==> src/rtl/mem_port_arbiter.sv <==
// mem_port_arbiter: shares one single-port memory between instruction fetch
// and the MEM stage. One transaction at a time, data has priority, stores are
// lane-steered and loads are extracted/extended so memory only sees aligned
// 32-bit words with byte enables.
module mem_port_arbiter (
    input  logic        CLK,
    input  logic        RESET,
    // instruction fetch port
    input  logic        if_read,
    input  logic [31:0] if_address,
    output logic [31:0] if_readdata,
    output logic        if_busywait,
    // MEM-stage port
    input  logic [3:0]  d_read,
    input  logic [2:0]  d_write,
    input  logic [31:0] d_address,
    input  logic [31:0] d_writedata,
    output logic [31:0] d_readdata,
    output logic        d_busywait,
    output logic        d_misaligned,
    // memory side
    output logic        mem_read,
    output logic        mem_write,
    output logic [29:0] mem_address,
    output logic [31:0] mem_writedata,
    output logic [3:0]  mem_byteen,
    input  logic [31:0] mem_readdata,
    input  logic        mem_ready
);

    typedef enum logic [2:0] {
        IDLE   = 3'd0,
        D_ACC  = 3'd1,
        I_ACC  = 3'd2,
        D_DONE = 3'd3,
        I_DONE = 3'd4
    } state_e;

    state_e      state_q, state_d;
    logic        mrd_q, mrd_d;
    logic        mwr_q, mwr_d;
    logic [29:0] addr_q, addr_d;
    logic [31:0] wd_q, wd_d;
    logic [3:0]  be_q, be_d;
    logic [2:0]  f3_q, f3_d;
    logic [1:0]  lane_q, lane_d;
    logic [31:0] d_rdata_q, d_rdata_d;
    logic [31:0] if_rdata_q, if_rdata_d;
    logic        mis_q, mis_d;

    // Fetch words are always aligned; the low address bits carry no meaning.
    logic unused_if_addr_lo;
    assign unused_if_addr_lo = ^if_address[1:0];

    // Request decode: a store wins when both enables are set.
    logic       d_store, d_load, d_req, d_mis;
    logic [1:0] d_size;
    assign d_store = d_write[2];
    assign d_load  = d_read[3] & ~d_write[2];
    assign d_req   = d_store | d_load;
    assign d_size  = d_store ? d_write[1:0] : d_read[1:0];
    assign d_mis   = ((d_size == 2'b01) & d_address[0]) |
                     (d_size[1] & (|d_address[1:0]));

    // Store lane steering: replicate the datum into every lane, enable the target lanes.
    logic [3:0]  st_be;
    logic [31:0] st_wd;
    always_comb begin
        st_be = 4'b1111;
        st_wd = d_writedata;
        case (d_size)
            2'b00: begin
                st_be = 4'b0001 << d_address[1:0];
                st_wd = {4{d_writedata[7:0]}};
            end
            2'b01: begin
                st_be = 4'b0011 << d_address[1:0];
                st_wd = {2{d_writedata[15:0]}};
            end
            default: begin
                st_be = 4'b1111;
                st_wd = d_writedata;
            end
        endcase
    end

    // Load extraction: shift the selected lane down, then sign/zero extend by funct3.
    logic [31:0] ld_shift, ld_ext;
    assign ld_shift = mem_readdata >> {lane_q, 3'b000};
    always_comb begin
        ld_ext = mem_readdata;
        case (f3_q)
            3'b000:  ld_ext = {{24{ld_shift[7]}}, ld_shift[7:0]};
            3'b001:  ld_ext = {{16{ld_shift[15]}}, ld_shift[15:0]};
            3'b100:  ld_ext = {24'd0, ld_shift[7:0]};
            3'b101:  ld_ext = {16'd0, ld_shift[15:0]};
            default: ld_ext = mem_readdata;
        endcase
    end

    // Next-state and register-next logic; access registers are latched on ACC entry.
    always_comb begin
        state_d    = state_q;
        mrd_d      = mrd_q;
        mwr_d      = mwr_q;
        addr_d     = addr_q;
        wd_d       = wd_q;
        be_d       = be_q;
        f3_d       = f3_q;
        lane_d     = lane_q;
        d_rdata_d  = d_rdata_q;
        if_rdata_d = if_rdata_q;
        mis_d      = 1'b0;
        case (state_q)
            IDLE: begin
                if (d_req) begin
                    if (d_mis) begin
                        state_d   = D_DONE;
                        mis_d     = 1'b1;
                        d_rdata_d = 32'd0;
                    end else begin
                        state_d = D_ACC;
                        mrd_d   = d_load;
                        mwr_d   = d_store;
                        addr_d  = d_address[31:2];
                        be_d    = d_store ? st_be : 4'b1111;
                        wd_d    = d_store ? st_wd : 32'd0;
                        f3_d    = d_read[2:0];
                        lane_d  = d_address[1:0];
                    end
                end else if (if_read) begin
                    state_d = I_ACC;
                    mrd_d   = 1'b1;
                    mwr_d   = 1'b0;
                    addr_d  = if_address[31:2];
                    be_d    = 4'b1111;
                    wd_d    = 32'd0;
                end
            end
            D_ACC: begin
                if (mem_ready) begin
                    state_d = D_DONE;
                    mrd_d   = 1'b0;
                    mwr_d   = 1'b0;
                    if (mrd_q) d_rdata_d = ld_ext;
                end
            end
            I_ACC: begin
                if (mem_ready) begin
                    state_d    = I_DONE;
                    mrd_d      = 1'b0;
                    if_rdata_d = mem_readdata;
                end
            end
            D_DONE:  state_d = IDLE;
            I_DONE:  state_d = IDLE;
            default: state_d = IDLE;
        endcase
    end

    // State and access registers; reset clears strobes immediately.
    always_ff @(posedge CLK or posedge RESET) begin
        if (RESET) begin
            state_q    <= IDLE;
            mrd_q      <= 1'b0;
            mwr_q      <= 1'b0;
            addr_q     <= 30'd0;
            wd_q       <= 32'd0;
            be_q       <= 4'd0;
            f3_q       <= 3'd0;
            lane_q     <= 2'd0;
            d_rdata_q  <= 32'd0;
            if_rdata_q <= 32'd0;
            mis_q      <= 1'b0;
        end else begin
            state_q    <= state_d;
            mrd_q      <= mrd_d;
            mwr_q      <= mwr_d;
            addr_q     <= addr_d;
            wd_q       <= wd_d;
            be_q       <= be_d;
            f3_q       <= f3_d;
            lane_q     <= lane_d;
            d_rdata_q  <= d_rdata_d;
            if_rdata_q <= if_rdata_d;
            mis_q      <= mis_d;
        end
    end

    assign mem_read      = mrd_q;
    assign mem_write     = mwr_q;
    assign mem_address   = addr_q;
    assign mem_writedata = wd_q;
    assign mem_byteen    = be_q;
    assign d_readdata    = d_rdata_q;
    assign if_readdata   = if_rdata_q;
    assign d_misaligned  = mis_q;

    // Stalls release only in the owner's DONE cycle.
    assign d_busywait  = ~RESET & (d_read[3] | d_write[2]) & (state_q != D_DONE);
    assign if_busywait = ~RESET & if_read & (state_q != I_DONE);

endmodule

==> config.mk <==
export PLATFORM = sky130hd
export DESIGN_NAME = mem_port_arbiter
export DESIGN_NICKNAME = d
export VERILOG_FILES = /design/src/rtl/mem_port_arbiter.sv
export SDC_FILE = /design/constraint.sdc
export NUM_CORES = 1
export LEC_CHECK = 0
export BUFFER_PORTS_ARGS = -buffer_cell sky130_fd_sc_hd__buf_2
export CAP_MARGIN = 25
export CORE_ASPECT_RATIO = 1.4
export CORE_UTILIZATION = 52
export CTS_CLUSTER_SIZE = 16
export DETAILED_ROUTE_END_ITERATION = 7
export PLACE_DENSITY_LB_ADDON = 0.15
export SLEW_MARGIN = 15
export SYNTH_ARGS = -nofsm -noshare
export SYNTH_HDL_FRONTEND = slang
export SYNTH_SLANG_ARGS = --single-unit
==> constraint.sdc <==
create_clock -name CLK -period 9.9 [get_ports CLK]
set_input_delay 0.495 -clock CLK [delete_from_list [all_inputs] [get_ports CLK]]
set_output_delay 0.495 -clock CLK [all_outputs]
set_load 0.05 [all_outputs]
Yosys cells after proc, flatten, opt, wreduce, memory -nomap -nowiden --
Index checks and enable logic that the tools add are counted.
Word-level totals: bits in registers 141, bits of input ports 139, output and inout bits 135, word-level logic and storage cells 97
Cells by class: equal/unequal tests 17, shift-type cells 3, mux-type cells 38, bitwise logic cells 13, reductions and logical operators 15
Operators by type and width (number):
- $mux 32 | 8
- $pmux 32 s2 | 2
- $pmux 32 s4 | 1
- $mux 30 | 3
- $shr 32x5->16 | 1
- $mux 4 | 4
- $mux 3 | 4
- $ne 2x2->1 const B | 6
- $mux 1 | 10
- $ne 3x3->1 const B | 3
- $pmux 3 s3 | 1
- $reduce_and 3->1 | 3
- $pmux 4 s2 | 1
- $reduce_and 4->1 | 2
- $and 1x1->1 | 7
- $eq 3x1->1 const B | 2
- $eq 3x3->1 const B | 2
- $logic_not 3->1 | 2
- $reduce_bool 2->1 | 3
- $reduce_and 5->1 | 1
- $mux 2 | 2
- $pmux 1 s2 | 2
- $reduce_or 2->1 | 2
- $shl 1x2->4 const A | 1
- other kinds (9) | 13

Logic depth before layout (Yosys ltp) --
Gate-level depths: netlist (run 1).
depth after elaboration 7, depth in mapped cells 8

Worst setup path after synthesis (run 1) --
OpenSTA, ideal clock, no wires.
kind input port to output port, start in RESET, end out if_busywait, arrival 4.285 ns, slack 5.120 ns, stages 2, path buffers 0, cells stage by stage inv_1 > o311a_1
On the way: cells in the longest elaborated chain, start to end 3
RTL lines:
- from (decl) | line 7 | input logic RESET,
- $not 1->1 | line 201 | assign if_busywait = ~RESET & if_read & (state_q != I_DONE);
- $and 1x1->1 (2 in a row) | line 201
- to (decl) | line 12 | output logic if_busywait,
Every way passes these cells.

Worst setup path after layout (run 1) --
start in d_write[1], end reg wd_q[8] (netlist: mem_writedata[8])
On the way: cells in the longest elaborated chain, start to end 6
RTL lines:
- from (decl) | line 15 | input logic [2:0] d_write,
- $mux 2 * | line 61 | assign d_size = d_store ? d_write[1:0] : d_read[1:0];
- $eq 2x1->1 or $logic_not 2->1 (tied branches) | line 62, 71
- $pmux 32 s2 or $and 1x1->1 (tied branches) | line 71, 62
- $mux 32 or $or 1x1->1 (tied branches) | line 127, 62
- $mux 32 or $ne 2x2->1 (tied branches)
- $mux 32 or $reduce_and 3->1 (tied branches)
- to (signal assigned) | line 180 | wd_q <= wd_d;
- to (decl) | line 43 | logic [31:0] wd_q, wd_d;
Mark *: on every way between the ends. The rest lies on a longest branch, timed or not. The select of a mux whose other input is x is not followed. A chain may end at the register's enable or synchronous reset.

==> results of run 1 <==
## Yosys cell counts, types with 2 or more instances
cell type	number	area [um^2]
dfrtp_1	141	3530
nand2_1	87	327
o21ai_0	79	395
mux2_2	47	529
mux2i_1	47	470
buf_2	22	110
a21oi_1	19	95.1
nor2b_1	18	113
o31ai_1	18	135
clkbuf_1	16	60.1
a221o_2	10	113
a22o_1	10	87.6
nor2_1	10	37.5
inv_1	8	30.0
a221o_1	6	60.1
nor3_1	6	30.0
o22ai_1	6	37.5
o21ai_1	5	25.0
a22oi_1	3	22.5
buf_6	3	33.8
a311oi_1	2	17.5
and4_1	2	17.5
nand2b_1	2	12.5
nand3_1	2	10.0
or2_2	2	12.5
## state kept, by name, indices dropped and copies added (netlist names)
| name | count |
|---|---|
| state_q | 3 |
| mem_writedata | 32 |
| mem_address | 30 |
| if_readdata | 32 |
| f3_q | 3 |
| d_readdata | 32 |
| mem_read | 1 |
| mem_byteen | 4 |
| lane_q | 2 |
| d_misaligned | 1 |
| mem_write | 1 |
## final timing paths
path                       cells past startpoint  slack [ns]                             to
min in group CLK                               2        0.32            f3_q[2]$_DFFE_PP0P_
min                                            2        0.18    mem_address[27]$_DFFE_PP0P_
min reg2reg                                    2        0.47  mem_writedata[26]$_DFFE_PP0P_
max in group asynchronous                      4        8.59    if_readdata[21]$_DFFE_PP0P_
max reg2reg                                    5        7.19     d_readdata[30]$_DFFE_PP0P_
max                                            6        7.11   mem_writedata[8]$_DFFE_PP0P_
## critical path, delay by kind of cell
| kind | cells | cell delay (ns) |
|---|---|---|
| AOI/OAI and AO/OA | 3 | 0.94 |
| and+or+nand+nor | 1 | 0.34 |
| buffers and inverters | 2 | 1.21 |
## routing by layer
metal | up-vias | routed length [um] | share of wire [%] | global-route usage, %
met5 | - | 0 | 0 | 0
met3 | 30 | 1310 | 7.1 | 7.14
met2 | 260 | 9990 | 54 | 51.3
met4 | 0 | 492 | 2.7 | 11.7
li1 | 2644 | - | - | -
met1 | 2757 | 6650 | 36 | 31.8
## cells by family (layout without fill, tap and decap cells)
group / Yosys count / after routing
AO/OA/AOI/OAI: 169 / 169
flip-flops: 141 / 141
AND/OR/NAND/NOR: 136 / 136
multiplexers: 95 / 95
buffers and inverters: 50 / 319
XOR/XNOR: 1 / 1
other: 0 / 1
## layout make-up
cell class                 instances  area (um^2)
timing repair buffer             279         1430
tap                              150          188
fill                             963         3730
antenna                            1         2.50
multi-input combinational        401         2760
clock buffer                      19          433
clock inverter                    13          143
inverter                           8         35.0
sequential                       141         3530
## where the power goes
group | switching, mW | internal, mW | total [mW]
Sequential | 0.178 | 0.826 | 1.00
Combinational | 1.26 | 0.436 | 1.69
Clock | 0.245 | 0.372 | 0.617
## stage by stage
stage                     cell area, um^2  setup WS (ns)  utilization [%]  cells
final                                8520           7.11             69.6   1012
after global routing                 8520           6.84             69.6   1012
after CTS                            8490           7.14             69.3   1009
after detailed placement             7920           6.68             64.6    977
after global placement               7920           6.84             64.6    977
after floorplan                      6510           5.12                -    592
==> impl_metrics.csv, run 1 <==
group,metric,value,unit
clocking,cts_buffers,17,
route,drc,0,
yosys,synthXorXnorAreaFrac,0.135,%
clocking,cts_hold_buf,0,
pwr,ir_worst_vdd,0.000190,V
run,drv_cap,0,
yosys,synth.yosys.seq_area_share,54.2,%
pwr,power,3.31,mW
floorplanning,initial_core_util,53.1,%
yosys,synth_compound_area_share,16.9,%
yosys,synth_top_family_by_area,"compound AO/OA/AOI/OAI gates",
timing,setup_viol,0,
yosys,yosysWarnings,0,
route,viasPerCell,5.62,
yosys,synth-simple-area-share,9.40,%
floorplanning,core,12300,um^2
yosys,synth_edf_count,0,
route,drt_iter0_drc,269,
yosys,synth_flop_cell,"dfrtp_1",
cells_and_area,layout-drive-gt1-share,43.6,%
yosys,async_reset_ff_share,100,%
clocking,post_cts_buffers,0,
yosys,syn_inst,592,
cells_and_area,final_nets,987,
worst_setup_path,cp.arrival,3.04,ns
yosys,postSynthNetCount,731,
global_route,antenna_found_initial,1,
floorplanning,io-pin-count,274,
clocking,insertion_delay,0.41,ns
yosys,syn_area,6510,um^2
timing,tightest_slew,0.962,ns
global_route,overflow,0,
timing,fin_crit,2.79,ns
worst_setup_path,cp-start-kind,"primary input",
worst_hold_path,hold_class,"in2async",
global_route,grt_pass1_wl,28000,um
global_route,grt_max_degree,92,
clocking,clk_pin_slew_worst_paths,0.06,ns
timing,tns,0,ns
timing,fmax,358,MHz
yosys,synth-seq-cells,141,
floorplanning,die_area,13000,um^2
worst_setup_path,critPathMaxStageDelay,0.73,ns
floorplanning,die_w,96.6,um
run_status,status,"complete, no violations",
global_route,grt_usage,28.7,%
pwr,p_leak,4.31,nW
floorplanning,die_h,134,um
route,dr.pass1.iters,5,
cells_and_area,area_growth,30.9,%
cells_and_area,final_common_cell,"buf_2",
placement,place_hpwl,13500,um
timing,timing.hold.ws,0.183,ns
clocking,h-tree-depth,4,
timing,fin_worst_skew,0.0122,ns
floorplanning,rows,48,
yosys,synthMuxAreaShare,15.8,%
clocking,cts.sink_count,141,
timing,slew_headroom,35.9,%
worst_setup_path,cp_data_required_time,10.14,ns
worst_setup_path,crit_type,"in2reg",
yosys,syn_avg_cell_area,11.0,um^2
route,ant_nets,0,
route,routedWlPerCell,18.2,um
clocking,clk_path_buf_depth,2,
timing,drv_slew,0,
cells_and_area,final_cell_mix,"buf_2 (271), dfrtp_1 (141), nand2_1 (87), o21ai_0 (79)",
timing,rsz0062_at_grt,"false",
route,via_count,5691,
worst_setup_path,slowest_stage,"buf_4",
placement,port_buffers,271,
timing,hold_violations,0,
worst_setup_path,crit_path_cell_trace,"buf_2, nand2b_1, a311oi_1, o21ai_4, buf_4, o31ai_1",
timing,fin_crit_sh,28.2,%
worst_setup_path,end_kind,"register",
yosys,synth_fa_ha_area_share,0,%
worst_setup_path,worstReg2RegStart,"lane_q[0]$_DFFE_PP0P_",
clocking,root_buffer,"clkbuf_16",
worst_setup_path,startpoint,"d_write[1]",
worst_setup_path,cp_max_fo,91,
route,routed_wl,18400,um
pwr,p_per_area,389,nW/um^2
yosys,synthDistinctLibCells,46,
global_route,grt_pass1_vias,5620,
placement,place.gp.congestion,0.838,
clocking,cts_tree,"done",
clocking,cts_resized,0,
Power figures use the tool's default switching activity.
==> run 2: changes to the inputs <==
- CORE_UTILIZATION: 52 -> 44
- clock period: 9.9 -> 2.49 ns (I/O delays scaled with it)
==> run 2 against run 1 <==
The flow now finishes with violations (negative hold slack). Flip-flop and latch count stayed put. Largest power group unchanged. Global-route usage is 3.2 points lower. Count of clock-buffer cells in the layout rose by 1. Clock skew down 0.0029 ns. Power grew to 4.1 times the previous value. Core utilization shrank 6.3 points. Final cell count up 9.0%. Non-clock buffer count up 53. Highest routed layer unchanged.
==> impl_metrics.csv, run 2 (synthesized netlist as in run 1, its figures left out) <==
group,metric,value,unit
worst_setup_path,cp.arrival,2.46,ns
timing,setup_viol,0,
worst_setup_path,end_kind,"register",
clocking,root_buffer,"clkbuf_16",
cells_and_area,final_cell_mix,"buf_2 (271), dfrtp_1 (141), nand2_1 (87), o21ai_0 (79)",
worst_setup_path,reg2reg_depth,5,
worst_setup_path,cp_data_required_time,2.80,ns
floorplanning,core,14400,um^2
timing,drv_slew,0,
floorplanning,die_area,15300,um^2
worst_setup_path,crit_path_cell_trace,"dlygate4sd3_1, buf_2, a211o_1, a311oi_1, o21ai_4, buf_12, o31ai_1",
floorplanning,die_h,146,um
worst_setup_path,slowest_stage,"dlygate4sd3_1",
pwr,p_switching,6.69,mW
pwr,power,13.5,mW
pwr,ir_worst_vdd,0.000763,V
worst_setup_path,critPathMaxStageDelay,0.55,ns
pwr,pwr-share-clk,19.9,%
timing,worst_slack,0.339,ns
placement,pre_cts_slack,0.166,ns
timing,fin_crit_sh,86.4,%
floorplanning,initial_core_util,45.1,%
worst_setup_path,crit_type,"in2reg",
cells_and_area,final_common_cell,"buf_2",
clocking,cts_hold_buf,42,
route,viasPerCell,5.28,
global_route,grt_usage,25.5,%
global_route,antenna_found_initial,0,
global_route,grt_pass1_vias,6022,
global_route,grt_max_degree,142,
placement,place.gp.congestion,0.831,
timing,tns,0,ns
global_route,grt_pass1_wl,30600,um
placement,place_area,8080,um^2
worst_setup_path,critPathBufInv,3,
clocking,h-tree-depth,4,
timing,slew_headroom,47.2,%
pwr,p_leak,4.59,nW
route,ant_nets,0,
clocking,clk_path_buf_depth,2,
timing,fmax,465,MHz
clocking,post_cts_buffers,0,
route,routedWlPerCell,17.1,um
pwr,power.share.sequential,28.8,%
clocking,clk_pin_slew_worst_paths,0.06,ns
placement,place_hpwl,13800,um
worst_hold_path,hold_class,"in2async",
pwr,p_int,6.84,mW
clocking,insertion_delay,0.41,ns
timing,rsz0062_at_grt,"false",
route,via_count,5826,
worst_setup_path,cp_max_fo,48,
clocking,cts_buffers,17,
clocking,cts_resized,0,
clocking,cts.sink_count,141,
route,drc,0,
worst_setup_path,cp-start-kind,"primary input",
worst_setup_path,cp.depth,7,
worst_setup_path,cp_top_family,"compound AO/OA/AOI/OAI gates",
cells_and_area,layout-drive-gt1-share,42.3,%
global_route,overflow,0,
timing,hold_violations,57,
floorplanning,rows,52,
timing,timing.hold.ws,-0.0441,ns
pwr,p_sw_share,49.4,%
timing,fin_crit,2.15,ns
route,drt_iter0_drc,263,
run_status,status,"complete, but fails checks",
timing,fin_worst_skew,0.00930,ns
cells_and_area,fin_area,9140,um^2
run,drv_cap,0,
floorplanning,io-pin-count,274,
route,dr.pass1.iters,4,
pwr,p_comb_share,51.3,%
pwr,p_per_area,1480,nW/um^2
clocking,cts_tree,"done",
floorplanning,die_w,105,um
placement,port_buffers,271,
cells_and_area,final_nets,1040,
timing,tightest_slew,0.789,ns
run_status,violations,"negative hold slack",
cells_and_area,n_antenna_cell,0,
route,routed_wl,18900,um
cells_and_area,area_growth,40.4,%
## run 2: cell types whose count changed in the layout (fill, tap and decap cells not counted)
cell,before,now
clkbuf_8,0,1
clkinv_2,2,1
buf_12,1,2
buf_4,7,16
bufinv_16,2,4
clkinvlp_4,5,2
clkinv_4,2,4
dlygate4sd3_1,0,42
buf_6,0,1
o311a_2,0,1
diode_2,1,0
inv_6,3,2
o311a_1,1,0
## run 2: path summary, 6_finish.rpt
check	start	endpoint	slack, ns
setup reg to reg	state_q[0]$_DFFE_PP0P_	mem_writedata[24]$_DFFE_PP0P_	0.38
hold reg to reg	mem_writedata[9]$_DFFE_PP0P_	mem_writedata[9]$_DFFE_PP0P_	0.47
setup / recovery	d_read[1]	mem_writedata[24]$_DFFE_PP0P_	0.34
max in group asynchronous	RESET	lane_q[0]$_DFFE_PP0P_	1.95
hold / removal	RESET	d_readdata[7]$_DFFE_PP0P_	-0.04
min in group CLK	if_address[18]	mem_address[16]$_DFFE_PP0P_	0
## run 2: layout make-up
class / instances / area, um^2
Fill cell: 1212 / 5300
Sequential cell: 141 / 3530
Multi-Input combinational cell: 401 / 2770
Timing Repair Buffer: 332 / 1950
Clock buffer: 20 / 447
Tap cell: 189 / 236
Clock inverter: 12 / 185
Inverter: 8 / 33.8
## run 2: through the flow
| step | instances | util, % | hold WS (ns) |
|---|---|---|---|
| floorplan | 592 | - | 0.209 |
| global placement | 1028 | 55.9 | 0.357 |
| detailed placement | 1028 | 55.9 | 0.367 |
| CTS | 1102 | 63.2 | 0.000417 |
| global route | 1103 | 63.3 | 0.000777 |
| finish | 1103 | 63.3 | -0.0441 |
## run 2: routing by layer
metal	track usage (%)	wire (um)	vias up
li1	-	-	2755
met1	28.6	7200	2826
met2	46.4	10100	216
met3	5.87	1090	29
met4	10.1	535	0
met5	0	0	-
## run 2: power groups by stage
stage | clock network, mW | logic, mW | registers (mW)
6_report | 2.69 | 6.95 | 3.89
5_1_grt | 2.86 | 7.34 | 4.03
4_1_cts | 2.74 | 6.98 | 3.89
3_5_place_dp | 0 | 6.93 | 3.90
3_3_place_gp | 0 | 6.83 | 3.86
2_1_floorplan | 0 | 2.03 | 7.05
## run 2: worst register-to-register path, delay by kind of cell (launching register included)
| kind | cells | cell delay, ns |
|---|---|---|
| flip-flops | 1 | 0.42 |
| AND/OR/NAND/NOR | 1 | 0.44 |
| buffers and inverters | 2 | 0.47 |
| AO/OA/AOI/OAI | 2 | 0.69 |
==> run 3: changes to the inputs <==
- CORE_ASPECT_RATIO: 1.4 -> 0.75
- CORE_MARGIN: unset -> 5
- PLACE_DENSITY: unset -> 0.78
- PLACE_DENSITY_LB_ADDON: 0.15 -> unset
==> run 3 against run 2 <==
The run still ends with negative hold slack left. Setup slack better by 0.048 ns. Count of clock-buffer cells in the layout down 1. First-iteration DRC count up 36%. Power down 0.22%. Hold slack worse by 0.0037 ns.
==> impl_metrics.csv, run 3 (synthesized netlist as in run 1, its figures left out) <==
group,metric,value,unit
run_status,status,"complete, but fails checks",
run_status,violations,"negative hold slack",
placement,port_buffers,271,
route,via_count,5828,
cells_and_area,fin_cells,1116,
cells_and_area,layout-drive-gt1-share,41.7,%
clocking,cts.sink_count,141,
floorplanning,die_area,17400,um^2
clocking,post_cts_buffers,0,
pwr,p_int,6.74,mW
clocking,clk_pin_slew_worst_paths,0.07,ns
timing,hold_violations,49,
clocking,cts_resized,0,
pwr,p_per_area,1470,nW/um^2
run,drv_cap,0,
timing,worst_slack,0.387,ns
clocking,cts_buffers,17,
global_route,grt_pass1_vias,5946,
cells_and_area,final_nets,1042,
worst_setup_path,end_kind,"register",
clocking,clk_path_buf_depth,2,
route,viasPerCell,5.22,
timing,tightest_slew,0.756,ns
pwr,power,13.5,mW
timing,rsz0062_at_grt,"false",
cells_and_area,fin_util,63.3,%
route,ant_nets,0,
route,drc,0,
timing,fmax,475,MHz
cells_and_area,area_growth,41.0,%
worst_hold_path,hold_class,"in2async",
cells_and_area,final_common_cell,"buf_2",
route,routedWlPerCell,17.8,um
clocking,cts_hold_buf,50,
pwr,pwr-share-clk,19.8,%
global_route,overflow,0,
cells_and_area,regArea,3530,um^2
timing,fin_crit,2.10,ns
pwr,power.share.sequential,28.9,%
route,routed_wl,19900,um
placement,place.gp.congestion,0.839,
clocking,h-tree-depth,4,
timing,fin_worst_skew,0.0143,ns
timing,setup_viol,0,
worst_setup_path,cp.arrival,2.39,ns
worst_setup_path,crit_type,"reg2reg",
cells_and_area,multi_input_area,2770,um^2
floorplanning,core,14500,um^2
pwr,p_comb_share,51.3,%
worst_setup_path,cp_max_fo,16,
pwr,p_leak,4.59,nW
floorplanning,io-pin-count,274,
cells_and_area,final_cell_mix,"buf_2 (271), dfrtp_1 (141), nand2_1 (87), o21ai_0 (79), dlygate4sd3_1 (50)",
clocking,root_buffer,"clkbuf_16",
cells_and_area,n_antenna_cell,0,
timing,slew_headroom,49.6,%
floorplanning,rows,38,
timing,drv_slew,0,
route,drt_iter0_drc,357,
cells_and_area,fillers,1128,
global_route,antenna_found_initial,0,
global_route,grt_usage,23.0,%
timing,fin_crit_sh,84.5,%
worst_setup_path,cp-start-kind,"register",
floorplanning,die_h,115,um
placement,place_hpwl,13700,um
worst_setup_path,cp_data_required_time,2.78,ns
floorplanning,initial_core_util,44.9,%
floorplanning,die_w,150,um
global_route,grt_max_degree,142,
clocking,cts_tree,"done",
global_route,grt_pass1_wl,31500,um
placement,pre_cts_slack,0.418,ns
pwr,p_sw_share,50.1,%
pwr,ir_worst_vdd,0.000721,V
clocking,insertion_delay,0.41,ns
placement,placed_cells,1034,
timing,timing.hold.ws,-0.0478,ns
pwr,p_switching,6.76,mW
route,dr.pass1.iters,5,
==> run 3: cell types whose count changed in the layout (fill, tap and decap cells not counted), sizes merged <==
cell,previous run,this run
buf,290,284
bufinv,4,3
clkbuf,20,19
clkinv,5,3
dlygate4sd3,42,50
inv,9,13
==> run 3: metal layers <==
layer | vias to the layer above | global-route usage, % | part of all wire (%)
li1 | 2765 | - | -
met3 | 30 | 4.65 | 6.6
met5 | - | 0 | 0
met2 | 225 | 37.6 | 48
met4 | 0 | 7.07 | 2.0
met1 | 2808 | 31.1 | 43
==> run 3: worst paths after layout <==
check                                                      to  cells after the start                          from  slack (ns)
worst max-delay path               d_readdata[22]$_DFFE_PP0P_                      5         lane_q[0]$_DFFE_PP0P_        0.39
worst min-delay path                   state_q[2]$_DFFE_PP0P_                      3                         RESET       -0.05
worst max register to register     d_readdata[22]$_DFFE_PP0P_                      5         lane_q[0]$_DFFE_PP0P_        0.39
worst min register to register   mem_writedata[9]$_DFFE_PP0P_                      2  mem_writedata[9]$_DFFE_PP0P_        0.47
max in group asynchronous          d_readdata[13]$_DFFE_PP0P_                      3                         RESET        1.97
min in group CLK                mem_writedata[26]$_DFFE_PP0P_                      3               d_writedata[26]        0.01
==> run 3: area by class of cell <==
cell class,count,area share (%)
Timing Repair Buffer,334,21.6
Multi-Input combinational cell,401,30.1
Sequential cell,141,38.4
Tap cell,200,2.73
Inverter,8,0.368
Clock inverter,13,1.95
Clock buffer,19,4.83
==> run 3: worst max-delay path: stages, from the launching register on <==
cell and delay (ns):
dfrtp_1 0.55, mux4_1 0.63, nand2b_1 0.16, a2111oi_4 0.09, buf_4 0.21, a221o_2 0.32
==> run 3: power groups by stage <==
stage	clock network, mW	logic, mW	registers (mW)
after global placement	0	6.77	3.89
after floorplan	0	2.03	7.05
after CTS	2.72	6.95	3.90
final	2.67	6.92	3.91
after detailed placement	0	6.87	3.92
after global routing	2.84	7.33	4.04
==> run 3: stage by stage <==
stage,setup TNS [ns],instance area [um^2]
after floorplan,-0.293,6520
after global placement,0,8060
after detailed placement,0,8060
after CTS,0,9180
after global routing,0,9180
final,0,9180
